<file path="src/rtl/uart_rx_fifo_pkg.sv">
// Shared constants for the UART receive FIFO: status bit positions in the CPU read word.
package uart_rx_fifo_pkg;

    localparam int RX_BYTE_W    = 8;
    localparam int RX_ST_NEMPTY = 8;
    localparam int RX_ST_OVR    = 9;

endpackage

</file>
<file path="src/rtl/uart_rx_fifo.sv">
// Receive byte FIFO between the UART receiver and the CPU bus, with show-ahead read data,
// sticky overrun and a level interrupt on fill threshold or idle timeout.
module uart_rx_fifo
    import uart_rx_fifo_pkg::*;
#(
    parameter int DEPTH       = 16,
    parameter int IRQ_THRESH  = 8,
    parameter int TIMEOUT_CYC = 2700,
    parameter int CPU_WIDTH   = 16
) (
    input  logic                     clk,
    input  logic                     rst,
    input  logic                     rx_valid,
    input  logic [RX_BYTE_W-1:0]     rx_data,
    input  logic                     rd_en,
    input  logic                     clr_ovr,
    output logic [CPU_WIDTH-1:0]     rd_data,
    output logic [$clog2(DEPTH):0]   count,
    output logic                     empty,
    output logic                     full,
    output logic                     irq_rx
);

    localparam int PW = $clog2(DEPTH);
    localparam int CW = PW + 1;
    localparam int TW = $clog2(TIMEOUT_CYC + 1);

    localparam logic [CW-1:0] DEPTH_C  = CW'(DEPTH);
    localparam logic [CW-1:0] THRESH_C = CW'(IRQ_THRESH);
    localparam logic [TW-1:0] TMO_LOAD = TW'(TIMEOUT_CYC);

    logic [RX_BYTE_W-1:0] mem [DEPTH];
    logic [PW-1:0]        wp;
    logic [PW-1:0]        rp;
    logic [TW-1:0]        idle_left;
    logic                 ovr;
    logic                 push_ok;
    logic                 pop_ok;
    logic                 drop;
    logic                 tmo;

    assign empty = (count == '0);
    assign full  = (count == DEPTH_C);

    // A pop on a full FIFO frees the slot the coincident push needs.
    assign push_ok = rx_valid && (!full || rd_en);
    assign pop_ok  = rd_en && !empty;
    assign drop    = rx_valid && full && !rd_en;

    always_ff @(posedge clk) begin
        if (push_ok) begin
            mem[wp] <= rx_data;
        end
    end

    always_ff @(posedge clk or posedge rst) begin
        if (rst) begin
            wp        <= '0;
            rp        <= '0;
            count     <= '0;
            idle_left <= TMO_LOAD;
            ovr       <= 1'b0;
        end else begin
            if (push_ok) wp <= wp + 1'b1;
            if (pop_ok)  rp <= rp + 1'b1;

            case ({push_ok, pop_ok})
                2'b10:   count <= count + 1'b1;
                2'b01:   count <= count - 1'b1;
                default: count <= count;
            endcase

            // A new overflow wins over a coincident clear.
            if (drop) begin
                ovr <= 1'b1;
            end else if (clr_ovr) begin
                ovr <= 1'b0;
            end

            // Idle timer counts down from the timeout; reaching zero with data pending is the timeout.
            if (empty || push_ok || pop_ok) begin
                idle_left <= TMO_LOAD;
            end else if (idle_left != '0) begin
                idle_left <= idle_left - 1'b1;
            end
        end
    end

    assign tmo    = !empty && (idle_left == '0);
    assign irq_rx = (count >= THRESH_C) || tmo;

    // Head byte is masked while empty so the word reads zero out of reset.
    always_comb begin
        rd_data = '0;
        if (!empty) begin
            rd_data[RX_BYTE_W-1:0] = mem[rp];
        end
        rd_data[RX_ST_NEMPTY] = !empty;
        rd_data[RX_ST_OVR]    = ovr;
    end

endmodule
</file>
<file path="config.mk">
export PLATFORM = sky130hd
export DESIGN_NAME = uart_rx_fifo
export DESIGN_NICKNAME = d
export VERILOG_FILES = /design/src/rtl/uart_rx_fifo_pkg.sv /design/src/rtl/uart_rx_fifo.sv
export SDC_FILE = /design/constraint.sdc
export NUM_CORES = 1
export LEC_CHECK = 0
export CAP_MARGIN = 25
export CORE_ASPECT_RATIO = 1.75
export CORE_MARGIN = 3
export CORE_UTILIZATION = 50
export CTS_BUF_LIST = sky130_fd_sc_hd__clkbuf_4
export DETAILED_ROUTE_END_ITERATION = 16
export GPL_TIMING_DRIVEN = 0
export PLACE_DENSITY = 0.7
export SLEW_MARGIN = 20
export SYNTH_ARGS = -nofsm -noshare
export SYNTH_HDL_FRONTEND = slang
export SYNTH_SLANG_ARGS = --single-unit
</file>
<file path="constraint.sdc">
create_clock -name clk -period 2.6 [get_ports clk]
set_input_delay 0.52 -clock clk [delete_from_list [all_inputs] [get_ports clk]]
set_output_delay 0.52 -clock clk [all_outputs]
set_load 0.05 [all_outputs]
</file>
==> summary.txt, run 1 <==
Placed design
  • Placer Congestion: 0.851
  • PortBufs: 30
  • HPWL Detailed: around 9 mm
  • Placed Area: 7230 um2
  • Placed cells: about 600

Global routing
  • GRT Util Overall: approximately a fifth
  • Met1 usage in global routing: 22.5%
  • Met3 usage: under 10%
  • Aggregate global routing overflow: 0
  • Initial antenna violation count: 1
  • Wire length of the first global-routing pass: around 21 mm
  • Met2 GRT Util: approximately 36%
  • Vias in the first global route: 3838
  • Busiest grt layer: met2
  • Largest net degree at the start of global routing: 17

Timing
  • Slew Limit Fails: 0
  • Period utilisation layout: 115%
  • Fin worst setup slack: -0.391 ns
  • Final setup violating endpoints: 8
  • Fin crit period: 2.99 ns
  • Fmax: around 330 MHz
  • Worst slew pin tran: between 0.7 and 0.8 ns
  • Final hold viol count: 0
  • Fin Hold WS: approximately 0.28 ns
  • Final Skew: 0.0172 ns
  • RSZ-0062 raised after global routing: true
  • Max_slew headroom: roughly 47%

Critical path
  • Top Family by Delay on Critical Path: multiplexers
  • Worst R2R Path Depth: 9
  • CP required: ~2.1 ns
  • Cell mode on critical path: buf_6
  • Worst r2r src: count[2]
  • Worst path bufs/invs: 3
  • R2R Path End: count[4]
  • CP Cell Sequence: buf_6 -> buf_12 -> mux4_2 -> mux2_4 -> o21ai_4 -> a21oi_2 -> buf_6
  • Worst EP arrival: roughly 2.5 ns
  • Flop-to-flop setup slack: ~0.09 ns
  • CP max stage cell: mux4_2
  • Kind of critical path: reg -> out
  • Startpoint Class: register
  • CP max FO: 7
  • Max incr delay on CP: around 0.53 ns
  • Crit path from: rp[1]
  • CP Capture Type: primary output

Cells and area
  • Final net count: roughly 490
  • Final Cell Area: just under 8000 um2
  • Final Non-Filler Cells: roughly 650
  • Share of cells above drive strength 1: ~38%
  • Fin util: ~62%
  • Area delta synth->final: 19.5%

Power and ir drop
  • Clock share of power: 16.1%
  • P_int: about 5.3 mW
  • Peak supply drop: 727 uV
  • Sequential power share: approximately 36%
  • Sw Share: between 30% and 40%
  • Switching power: 3.39 mW
  • Leakage: ~2.7 nW
  • Total power: roughly 8.7 mW
  • PwrDens: 1100 nW/um2
  • Comb power frac: between 40% and 50%

Floorplan
  • Die Y: roughly 160 um
  • Number of placement rows: 54
  • Core area: between 10000 and 15000 um2
  • Starting Density: between 50 and 60%
  • Die X: ~93 um
  • Io pins: 37
  • Die Area: 14700 um2

Status
  • Violated checks: negative setup slack
  • Outcome: complete, but fails checks

Route
  • Drt first pass iters: 5
  • WL final: 13.6 mm
  • Total number of vias: around 3600
  • DRT iter0 DRCs: approximately 220
  • DRC: 0
  • Antenna viol nets, final: 0
  • DR vias/cell: ~5.6
  • Routed wire per std cell: around 21 um

CTS
  • Deepest clock path buffer count: 2
  • H-tree Lvls: 4
  • CTS tree: yes
  • Clock latency on the worst-skew pair: 0.54 ns
  • Clk slew on worst S/H paths: ~0.13 ns
  • Clock sinks: approximately 150
  • Root buf cell: clkbuf_4
  • Cts hold-fix bufs: 0
  • Num CTS Buffers: 17

Yosys
  • Cell taking the most area after synthesis: edfxtp_1
  • Distinct cells, synth: 52
  • Synthesized cell area: about 6600 um2
  • Most frequent cell after synthesis: edfxtp_1
  • Top cells by count, synth: edfxtp_1 (128), mux4_2 (32), nor2_1 (23)
  • Cells after synthesis: 394
  • Post-synthesis sequential area ratio: between 60% and 70%
  • Synth area leaders: edfxtp_1 (58%), mux4_2 (11%), dfrtp_1 (8.0%), dfstp_2 (2.0%), ha_1 (1.9%)
  • Warnings from Yosys: 0
  • Number of flops mapped to enable cells by yosys: approximately 130
  • Mapped Avg Cell Area: roughly 17 um2
  • Ys async rst share: 16.9%
  • Share of the synthesized area in the top cell type: 58.2%
  • FF+latch count, synth: approximately 150
  • Top FF cell, synth: edfxtp_1

Hold path
  • Hold/Removal Path Class: in -> async

Job
  • Max_cap viols: 0
[registers in the layout (all words and copies together) (netlist names)]
name,flops
idle_left,12
rp,4
ovr,1
count,5
mem,128
wp,4
[worst max-delay path by stage]
| stage | end | slack (ns) | depth (start not counted) |
|---|---|---|---|
| detailed placement | rd_data[5] | -0.68 | 7 |
| global placement | rd_data[1] | -0.66 | 7 |
| finish | rd_data[5] | -0.39 | 7 |
| global route | rd_data[5] | -0.49 | 7 |
| floorplan | count[4] | -0.12 | 11 |
| CTS | rd_data[6] | -0.46 | 7 |
[layer usage]
metal	wire length (um)	up-vias
li1	-	1669
met1	5040	1846
met2	7530	106
met3	497	27
met4	482	0
met5	0	-
[stage by stage]
| step | setup slack [ns] | TNS [ns] |
|---|---|---|
| after global routing | -0.487 | -3.70 |
| after detailed placement | -0.678 | -27.10 |
| after CTS | -0.458 | -3.44 |
| after global placement | -0.661 | -34.09 |
| after floorplan | -0.116 | -0.234 |
| final | -0.391 | -2.94 |
[final cells by class]
class	instances	area [um2]
fill	973	4820
clock buffer	18	135
sequential	154	4510
clock inverter	14	135
multi-input combinational	207	2170
inverter	12	45.0
antenna	1	2.50
timing repair buffer	52	502
buffer	22	176
tap	168	210
[layout by cell type (no fill, tap or decap), types with 9 or more instances in the layout]
| master | instances |
|---|---|
| edfxtp_1 | 128 |
| mux4_2 | 32 |
| buf_4 | 28 |
| nor2_1 | 23 |
| clkbuf_4 | 21 |
| clkdlybuf4s50_1 | 18 |
| dfrtp_1 | 17 |
| nand2_1 | 16 |
| buf_6 | 13 |
| inv_1 | 11 |
| mux2i_1 | 10 |
| xnor2_1 | 9 |
| a21oi_2 | 9 |
[worst register-to-register path: stages, from the launching register on]
cell and delay (ns):
dfrtp_2 0.45, nor4_4 0.33, buf_6 0.17, a21boi_4 0.07, buf_4 0.17, ha_1 0.29
or4b_2 0.69, nand3_2 0.10, a311oi_2 0.05, o211ai_1 0.13
[power by group through the flow]
stage / clock [mW] / sequential (mW) / combinational (mW)
6_report: 1.40 / 3.17 / 4.13
3_3_place_gp: 0 / 3.18 / 3.53
2_1_floorplan: 0 / 3.30 / 2.48
4_1_cts: 1.43 / 3.16 / 3.99
3_5_place_dp: 0 / 3.20 / 3.61
5_1_grt: 1.53 / 3.20 / 4.38
[cell families after synthesis]
family,count (synthesis),synth area share [%]
AOI/OAI and AO/OA,44,4.17
xor gates and xnor gates,13,1.72
adders and majority gates,10,1.90
buffers and inverters,38,2.90
DFF,154,68.2
muxes,54,14.5
other,1,0.0568
and+or+nand+nor,80,6.56
[what timing repair did]
item                                   CTS  global route
pin swaps                                8            10
setup buffers                           15             5
cloned                                   1             0
gates resized for setup                110            28
endpoints found under the hold margin    0             0
setup endpoints to repair               16            14
Note: power is estimated with default switching activity, not from simulation.
==> run 2: changes to the inputs <==
--- a/config.mk
+++ b/config.mk
@@ -10,6 +10,7 @@
 export CORE_MARGIN = 3
 export CORE_UTILIZATION = 50
 export CTS_BUF_LIST = sky130_fd_sc_hd__clkbuf_4
+export CTS_CLUSTER_DIAMETER = 80
 export DETAILED_ROUTE_END_ITERATION = 16
 export GPL_TIMING_DRIVEN = 0
 export PLACE_DENSITY = 0.7
==> constraint.sdc (replaced) <==
create_clock -name clk -period 2.5 [get_ports clk]
set_input_delay 0.5 -clock clk [delete_from_list [all_inputs] [get_ports clk]]
set_output_delay 0.5 -clock clk [all_outputs]
set_load 0.05 [all_outputs]
==> summary.txt, run 2 (same netlist as run 1, synthesis figures left out) <==
Status
  • Outcome: complete, but fails checks
  • Violated checks: negative setup slack

Power and ir drop
  • Sequential power share: roughly 37%
  • Peak supply drop: a little over 700 uV
  • Leakage: ~2.8 nW
  • Switching power: about 3.5 mW
  • Comb power frac: about 48%
  • Clock share of power: approximately 16%
  • PwrDens: between 1000 and 1500 nW/um2
  • Sw Share: 38.8%
  • P_int: 5.53 mW

Cells and area
  • Most common library cell in the layout ignoring fill and taps: edfxtp_1
  • Share of cells above drive strength 1: 38.4%
  • Final net count: 495
  • Final Non-Filler Cells: between 600 and 700
  • Biggest register: mem
  • Area delta synth->final: 20.5%
  • Commonest cells after routing, fill and taps aside: edfxtp_1 (128), buf_4 (34), mux4_2 (32), nor2_1 (23), clkbuf_4 (18)
  • Max FFs per register: ~130
  • Largest registers: mem: 128 flops, idle_left: 12 flops, count: 5 flops

Timing
  • Final hold viol count: 0
  • RSZ-0062 raised after global routing: true
  • Final Skew: ~0.019 ns
  • Fin crit period: about 2.9 ns
  • Worst slew pin tran: between 0.8 and 0.9 ns
  • Max_slew headroom: 45.7%
  • Slew Limit Fails: 0
  • Fin worst setup slack: -0.436 ns
  • Period utilisation layout: 117%
  • Final setup violating endpoints: 8
  • Fmax: between 300 and 400 MHz

Route
  • Total number of vias: between 3000 and 4000
  • Antenna viol nets, final: 0
  • DRC: 0
  • WL final: 13.5 mm
  • Routed wire per std cell: a little over 20 um
  • DR vias/cell: about 5.6
  • Drt first pass iters: 4
  • DRT iter0 DRCs: about 220

CTS
  • H-tree Lvls: 4
  • Clock latency on the worst-skew pair: roughly 0.53 ns
  • Clk slew on worst S/H paths: around 0.13 ns
  • Cts hold-fix bufs: 0
  • CTS tree: yes
  • Deepest clock path buffer count: 2
  • Root buf cell: clkbuf_4
  • Clock sinks: roughly 150
  • Num CTS Buffers: 17

Critical path
  • Max incr delay on CP: about 0.55 ns
  • Top Family by Delay on Critical Path: multiplexers
  • CP required: roughly 2.0 ns
  • CP max stage cell: mux4_2
  • CP Cell Sequence: buf_6 -> buf_12 -> mux4_2 -> mux2_4 -> o21ai_4 -> a21oi_2 -> buf_6
  • Worst path bufs/invs: 3
  • CP max FO: 7
  • Worst EP arrival: 2.44 ns
  • Startpoint Class: register
  • Kind of critical path: reg -> out
  • CP Capture Type: primary output
  • Worst R2R Path Depth: 11
  • Cell mode on critical path: buf_6
  • Critical path depth: 7

Placed design
  • PortBufs: 30
  • HPWL Detailed: ~9 mm
  • Placer Congestion: around 0.84
  • Placed cells: ~600
  • Setup slack at placement: -0.756 ns

Global routing
  • Initial antenna violation count: 1
  • Aggregate global routing overflow: 0
  • Vias in the first global route: between 3000 and 4000
  • Wire length of the first global-routing pass: ~21 mm
  • Largest net degree at the start of global routing: 17
  • GRT Util Overall: between 15 and 20%

Floorplan
  • Die Area: about 15000 um2
  • Die Y: about 160 um
  • Number of placement rows: 54
  • Core area: roughly 13000 um2
  • Io pins: 37
  • Starting Density: about 52%
  • Die X: 92.9 um

Hold path
  • Hold/Removal Path Class: in -> async

Job
  • Max_cap viols: 0
run 2: path summary, 6_finish.rpt:
check	slack, ns	endpoint	start
min in group clk	0.55	ovr	clr_ovr
max reg2reg	0.08	count[4]	count[1]
min reg2reg	0.56	ovr	ovr
max	-0.44	rd_data[7]	rp[1]
min	0.34	rp[3]	rst
max in group asynchronous	1.57	idle_left[2]	rst
run 2: per-stage QoR:
step / cell area [um2] / power, mW / utilization [%] / hold WS (ns) / setup TNS, ns
5_1_grt: 7950 / 9.45 / 62.6 / 0.330 / -4.27
2_1_floorplan: 6680 / 6.01 / - / 0.484 / -0.963
6_report: 7950 / 9.04 / 62.6 / 0.335 / -3.32
3_3_place_gp: 7190 / 6.98 / 56.6 / 0.510 / -45.10
4_1_cts: 7790 / 8.92 / 61.3 / 0.316 / -3.74
3_5_place_dp: 7230 / 7.07 / 56.9 / 0.526 / -38.98
run 2: routing by layer:
layer  up-vias  track usage (%)  share of wire, %
met5         -                0                 0
met4         0             11.7               5.0
met3        36             3.61               3.5
met2        95             34.5                55
met1      1851             21.7                37
li1       1682                -                 -
run 2: cell type report:
| type | instances | area (um2) |
|---|---|---|
| fillers | 978 | 4750 |
| flip-flops and latches | 154 | 4510 |
| multi-input cells | 207 | 2190 |
| repair buffers | 57 | 546 |
| well taps | 168 | 210 |
| plain buffers | 23 | 191 |
| clock inverters | 14 | 138 |
| clock buffers | 17 | 128 |
| inverters | 12 | 45.0 |
| diodes | 1 | 2.50 |
run 2: what timing repair did:
item,4_1_cts,5_1_grt
pin swaps,10,12
buffers inserted,19,6
cloned,0,1
resized for setup,122,22
endpoints found under the setup margin,32,14
run 2: power groups by stage:
stage                     registers [mW]  clock network [mW]  logic [mW]
after detailed placement            3.32                   0        3.74
after floorplan                     3.43                   0        2.58
after global routing                3.34                1.56        4.56
after CTS                           3.29                1.46        4.18
final                               3.30                1.43        4.31
after global placement              3.31                   0        3.67
==> run 3: changes to the inputs <==
--- a/config.mk
+++ b/config.mk
@@ -6,15 +6,14 @@
 export NUM_CORES = 1
 export LEC_CHECK = 0
 export CAP_MARGIN = 25
-export CORE_ASPECT_RATIO = 1.75
 export CORE_MARGIN = 3
 export CORE_UTILIZATION = 50
 export CTS_BUF_LIST = sky130_fd_sc_hd__clkbuf_4
 export CTS_CLUSTER_DIAMETER = 80
 export DETAILED_ROUTE_END_ITERATION = 16
 export GPL_TIMING_DRIVEN = 0
-export PLACE_DENSITY = 0.7
-export SLEW_MARGIN = 20
+export PLACE_DENSITY = 0.75
+export SLEW_MARGIN = 25
 export SYNTH_ARGS = -nofsm -noshare
 export SYNTH_HDL_FRONTEND = slang
 export SYNTH_SLANG_ARGS = --single-unit
==> summary.txt, run 3 (same netlist as run 1, synthesis figures left out) <==
Status
  • Outcome: complete, but fails checks
  • Violated checks: negative setup slack

Route
  • Total number of vias: roughly 3600
  • DRT iter0 DRCs: approximately 280
  • Routed wire per std cell: roughly 20 um
  • DR vias/cell: between 5 and 6
  • Drt first pass iters: 4
  • DRC: 0
  • Antenna viol nets, final: 0
  • WL final: about 13 mm

Timing
  • Final Skew: ~0.014 ns
  • Fmax: around 340 MHz
  • RSZ-0062 raised after global routing: true
  • Final setup violating endpoints: 8
  • Worst slew pin tran: 0.833 ns
  • Slew Limit Fails: 0
  • Fin worst setup slack: -0.448 ns
  • Final hold viol count: 0
  • Period utilisation layout: 118%
  • Fin crit period: a little under 3 ns
  • Max_slew headroom: between 40% and 50%
  • Fin Hold WS: 0.311 ns
  • Setup TNS: -3.46 ns

Cells and area
  • Biggest register: mem
  • Largest registers: mem: 128 flops, idle_left: 12 flops, count: 5 flops
  • Area delta synth->final: 18.7%
  • Final Non-Filler Cells: 650
  • Ant. Diodes: 0
  • Fin util: 61.4%
  • Commonest cells after routing, fill and taps aside: edfxtp_1 (128), mux4_2 (32), buf_4 (27), clkbuf_4 (26), nor2_1 (23)
  • Final net count: roughly 490
  • Max FFs per register: 128
  • Most common library cell in the layout ignoring fill and taps: edfxtp_1
  • Fill cell total of the finished layout: 930
  • Share of cells above drive strength 1: around 37%

CTS
  • Clock latency on the worst-skew pair: roughly 0.55 ns
  • Root buf cell: clkbuf_4
  • Num CTS Buffers: 17
  • CTS tree: yes
  • Clock sinks: 154
  • Clk slew on worst S/H paths: 0.11 ns
  • Deepest clock path buffer count: 2
  • Cts hold-fix bufs: 0
  • H-tree Lvls: 4

Global routing
  • Vias in the first global route: between 3000 and 4000
  • Aggregate global routing overflow: 0
  • Wire length of the first global-routing pass: 19.8 mm
  • Largest net degree at the start of global routing: 27
  • GRT Util Overall: a little under a fifth
  • Initial antenna violation count: 0

Placed design
  • Setup slack at placement: -0.740 ns
  • PortBufs: 30
  • Placed cells: 601
  • HPWL Detailed: slightly above 8 mm
  • Placer Congestion: approximately 0.76

Power and ir drop
  • Peak supply drop: roughly 740 uV
  • PwrDens: about 1100 nW/um2
  • Leakage: around 2.7 nW

Critical path
  • CP required: around 2.0 ns
  • CP max stage cell: mux4_2
  • Cell mode on critical path: buf_6
  • Kind of critical path: reg -> out
  • Startpoint Class: register
  • CP Cell Sequence: buf_6 -> clkbuf_16 -> mux4_2 -> mux2_2 -> o21ai_1 -> a21oi_2 -> buf_6
  • Worst EP arrival: roughly 2.5 ns
  • Max incr delay on CP: ~0.48 ns
  • CP max FO: 5
  • CP Capture Type: primary output

Floorplan
  • Die Area: roughly 15000 um2
  • Core area: roughly 13000 um2
  • Starting Density: 51.7%
  • Die Y: around 120 um
  • Number of placement rows: slightly above 40
  • Die X: 121 um
  • Io pins: 37

Job
  • Max_cap viols: 0

Hold path
  • Hold/Removal Path Class: in -> async
==> run 3: cell count changes in the layout (fill, tap and decap cells not counted), moves of 3 or more <==
| cell | change |
|---|---|
| clkbuf_4 | +8 |
| buf_4 | -7 |
| inv_6 | -5 |
| clkinv_1 | +4 |
| clkinvlp_4 | -4 |
| mux2_2 | +4 |
| mux2_4 | -4 |
| mux2i_1 | -4 |
| o21ai_4 | -3 |
==> run 3: per-layer routing <==
layer  track usage [%]  vias to the layer above  routed length [um]
met5                 0                        -                   0
met1              24.9                     1812                5530
met2              30.1                       85                6460
met4              7.01                        0                 233
met3              4.24                       20                 549
li1                  -                     1672                   -
==> run 3: where the power goes <==
part           switching (mW)  internal (mW)
Clock                   0.773          0.567
Combinational            2.37           1.85
Sequential              0.166           3.13
==> run 3: repair_timing <==
| item | in CTS | in global routing |
|---|---|---|
| buffers inserted | 10 | 8 |
| resized for setup | 118 | 16 |
| pin swaps | 6 | 11 |
| endpoints found under the setup margin | 54 | 14 |
| gates cloned | 0 | 1 |
==> run 3: stage by stage <==
step	total power, mW	instance area [um2]
2_1_floorplan	6.01	6680
3_3_place_gp	6.92	7200
3_5_place_dp	7.02	7220
4_1_cts	8.75	7710
5_1_grt	9.30	7840
6_report	8.85	7840
==> run 3: layout make-up <==
cell class | count | area (um2) | share of cell area [%]
clock inverter | 7 | 55.1 | 0.702
buffer | 24 | 206 | 2.63
multi-input combinational | 207 | 2140 | 27.3
clock buffer | 25 | 188 | 2.39
inverter | 12 | 45.0 | 0.575
timing repair buffer | 49 | 484 | 6.18
sequential | 154 | 4510 | 57.5
tap | 172 | 215 | 2.75
==> run 3: final timing paths <==
check / startpoint / to / slack [ns] / cells after the start
worst min-delay path: rst / idle_left[5] / 0.31 / 2
max in group asynchronous: rst / count[4] / 1.77 / 2
worst max-delay path: rp[1] / rd_data[0] / -0.45 / 7
worst max register to register: count[0] / count[4] / 0.06 / 11
worst min register to register: count[0] / count[0] / 0.54 / 1
min in group clk: clr_ovr / ovr / 0.52 / 2
==> run 3: worst max-delay path, delay by kind of cell, from the launching register on <==
| family | cells | cell delay, ns |
|---|---|---|
| compound gates | 2 | 0.21 |
| buf+inv | 3 | 0.51 |
| flops | 1 | 0.40 |
| mux | 2 | 0.77 |
==> edit, RTL diff (settings of run 3) <==
Change the parameter `DEPTH` from 16 to 64.
--- a/src/rtl/uart_rx_fifo.sv
+++ b/src/rtl/uart_rx_fifo.sv
@@ -3,7 +3,7 @@
 module uart_rx_fifo
     import uart_rx_fifo_pkg::*;
 #(
-    parameter int DEPTH       = 16,
+    parameter int DEPTH       = 64,
     parameter int IRQ_THRESH  = 8,
     parameter int TIMEOUT_CYC = 2700,
     parameter int CPU_WIDTH   = 16
Ports: changed (resized count); port bits go from 37 to 39. No check against the original RTL was run, so the function may have changed too.
==> edit against run 3 <==
- the run still ends with negative setup slack left
- critical endpoint is now rd_data[4]
- wire length rose to 4.8 times the old value
- sequential share of layout area increased by 1.5 points
- clock power increased to 5.8 times the old value
- cell area grew to 3.5 times the old value
- setup slack got worse by 820 ps
- synthesized cell count grew to 3.0 times the old value
- via count grew to 3.7 times the old value
- synthesized area rose to 3.3 times the old value
- power increased to 3.7 times the old value
- sequential cell count grew 390
- non-clock buffer count increased by 125
- largest cell class unchanged
- critical path depth grew 3
==> edit: results (changes against run 3) <==
Status
  – Status: finished, violations left
  – Failing checks: negative setup slack

Routing
  – Post-Route WL: 61.3 mm (+380%)
  – Max Used Layer: met5
  – Met3 routed WL: 6.64 mm (+1100%)
  – DR WL/cell: 28.7 um (+46%)
  – Drt first-iter violations: 1634 (+490%)
  – Metal2 WL: 29.4 mm (+360%)
  – WL met1: 22.3 mm (+300%)
  – DRT Pass-1 Iters: 7 (+3)

Pwr
  – Gate power share: 42.9% (-4.7 points)
  – Leakage: 0.00925 uW (+240%)
  – Clock Power: 7820 uW (+480%)

Synthesis
  – Synth Area in XOR/XNOR: 0.961% (-0.76 points)
  – EDFF count, synth: 512 (+300%)
  – Post-synthesis sequential area ratio: 74.0% (+5.8 points)
  – Async SR Flop Fraction: 5.88% (-11 points)
  – Commonest cells in the netlist: edfxtp_1 (512), nor2_1 (96), mux2i_1 (84), mux4_2 (83), nand2_1 (32)
  – Mux contribution to synthesized area: 13.7% (-0.82 points)
  – Yosys cell types: 62 (+19%)
  – Post-synthesis adder-cell area fraction: 0.343% (-1.6 points)
  – Most area-consuming cells after synthesis: edfxtp_1 (70%), mux4_2 (8.5%), mux2i_1 (3.8%)
  – Synthesized area per cell: 18.5 um2 (+10%)
  – Post-synthesis compound-gate area fraction: 4.82% (+0.65 points)

Global route
  – GRT Util Overall: 26.2% (+7.5 points)
  – Largest net degree at the start of global routing: 65 (+140%)
  – First-pass GRT wire length: 87.5 mm (+340%)

Layout
  – FF+latch area: 16200 um2 (+260%)
  – Fin nets: 1471 (+200%)
  – Largest regs: mem x512, idle_left x12, count x7
  – Layout fillers: 2811 (+200%)

Clock tree
  – Clock Path Buffers: 3 (+1)
  – Post-CTS setup buffer count: 72 (+62)
  – Clock Latency Late Sink: 860 ps (+310 ps)
  – Post-cts sizing count: 435 (+270%)

Worst setup path
  – Reg-to-Reg Start: count[2]
  – Arrival @ worst endpoint: 3270 ps (+820 ps)
  – Slowest CP cell: dfrtp_1
  – Worst reg2reg setup slack: -480 ps (-540 ps)
  – Reg2Reg Depth: 14 (+3)
  – CP endpoint: rd_data[4]
  – Slowest cell delay on critical path: 410 ps (-70 ps)

STA
  – Total negative slack: -12580 ps (-9120 ps)
  – Final setup fails: 18 (+10)
  – Final setup margin: -1270 ps (-822 ps)
  – Worst hold margin: 76.1 ps (-235 ps)

Place
  – Number of port buffers: 32 (+6.7%)
  – DP Cell Count: 1801 (+200%)
  – Post-DP HPWL: 35.9 mm (+340%)
  – Gp weighted congestion: 0.990 (+31%)
  – Dpl cell area: 23200 um2 (+220%)
-- edit: changes by cell type after synthesis, sizes merged, moves of 14 or more --
cell    delta
mux4      +55
edfxtp   +384
clkbuf    +17
o22ai     +15
buf       +30
a22oi     +14
nand2     +15
mux2i     +73
a21oi     +15
nor2      +73
o221ai    +15
-- edit: routing by layer --
layer	up-vias	GRT usage (%)
li1	5413	-
met4	2	13.1
met5	-	0
met3	195	6.88
met2	872	41.1
met1	6677	34.1
-- edit: final cells by class --
| type | count | area share, % |
|---|---|---|
| clock inverter | 43 | 1.23 |
| tap | 577 | 2.63 |
| inverter | 12 | 0.200 |
| multi-input combinational | 561 | 23.9 |
| buffer | 69 | 2.87 |
| sequential | 544 | 59.0 |
| antenna | 2 | 0.0182 |
| timing repair buffer | 129 | 4.85 |
| clock buffer | 196 | 5.36 |
-- edit: worst max-delay path, delay by kind of cell (launching register included) --
kind,cells,cell delay [ps]
buf+inv,5,880
compound gates,4,830
flops,1,410
mux,1,290
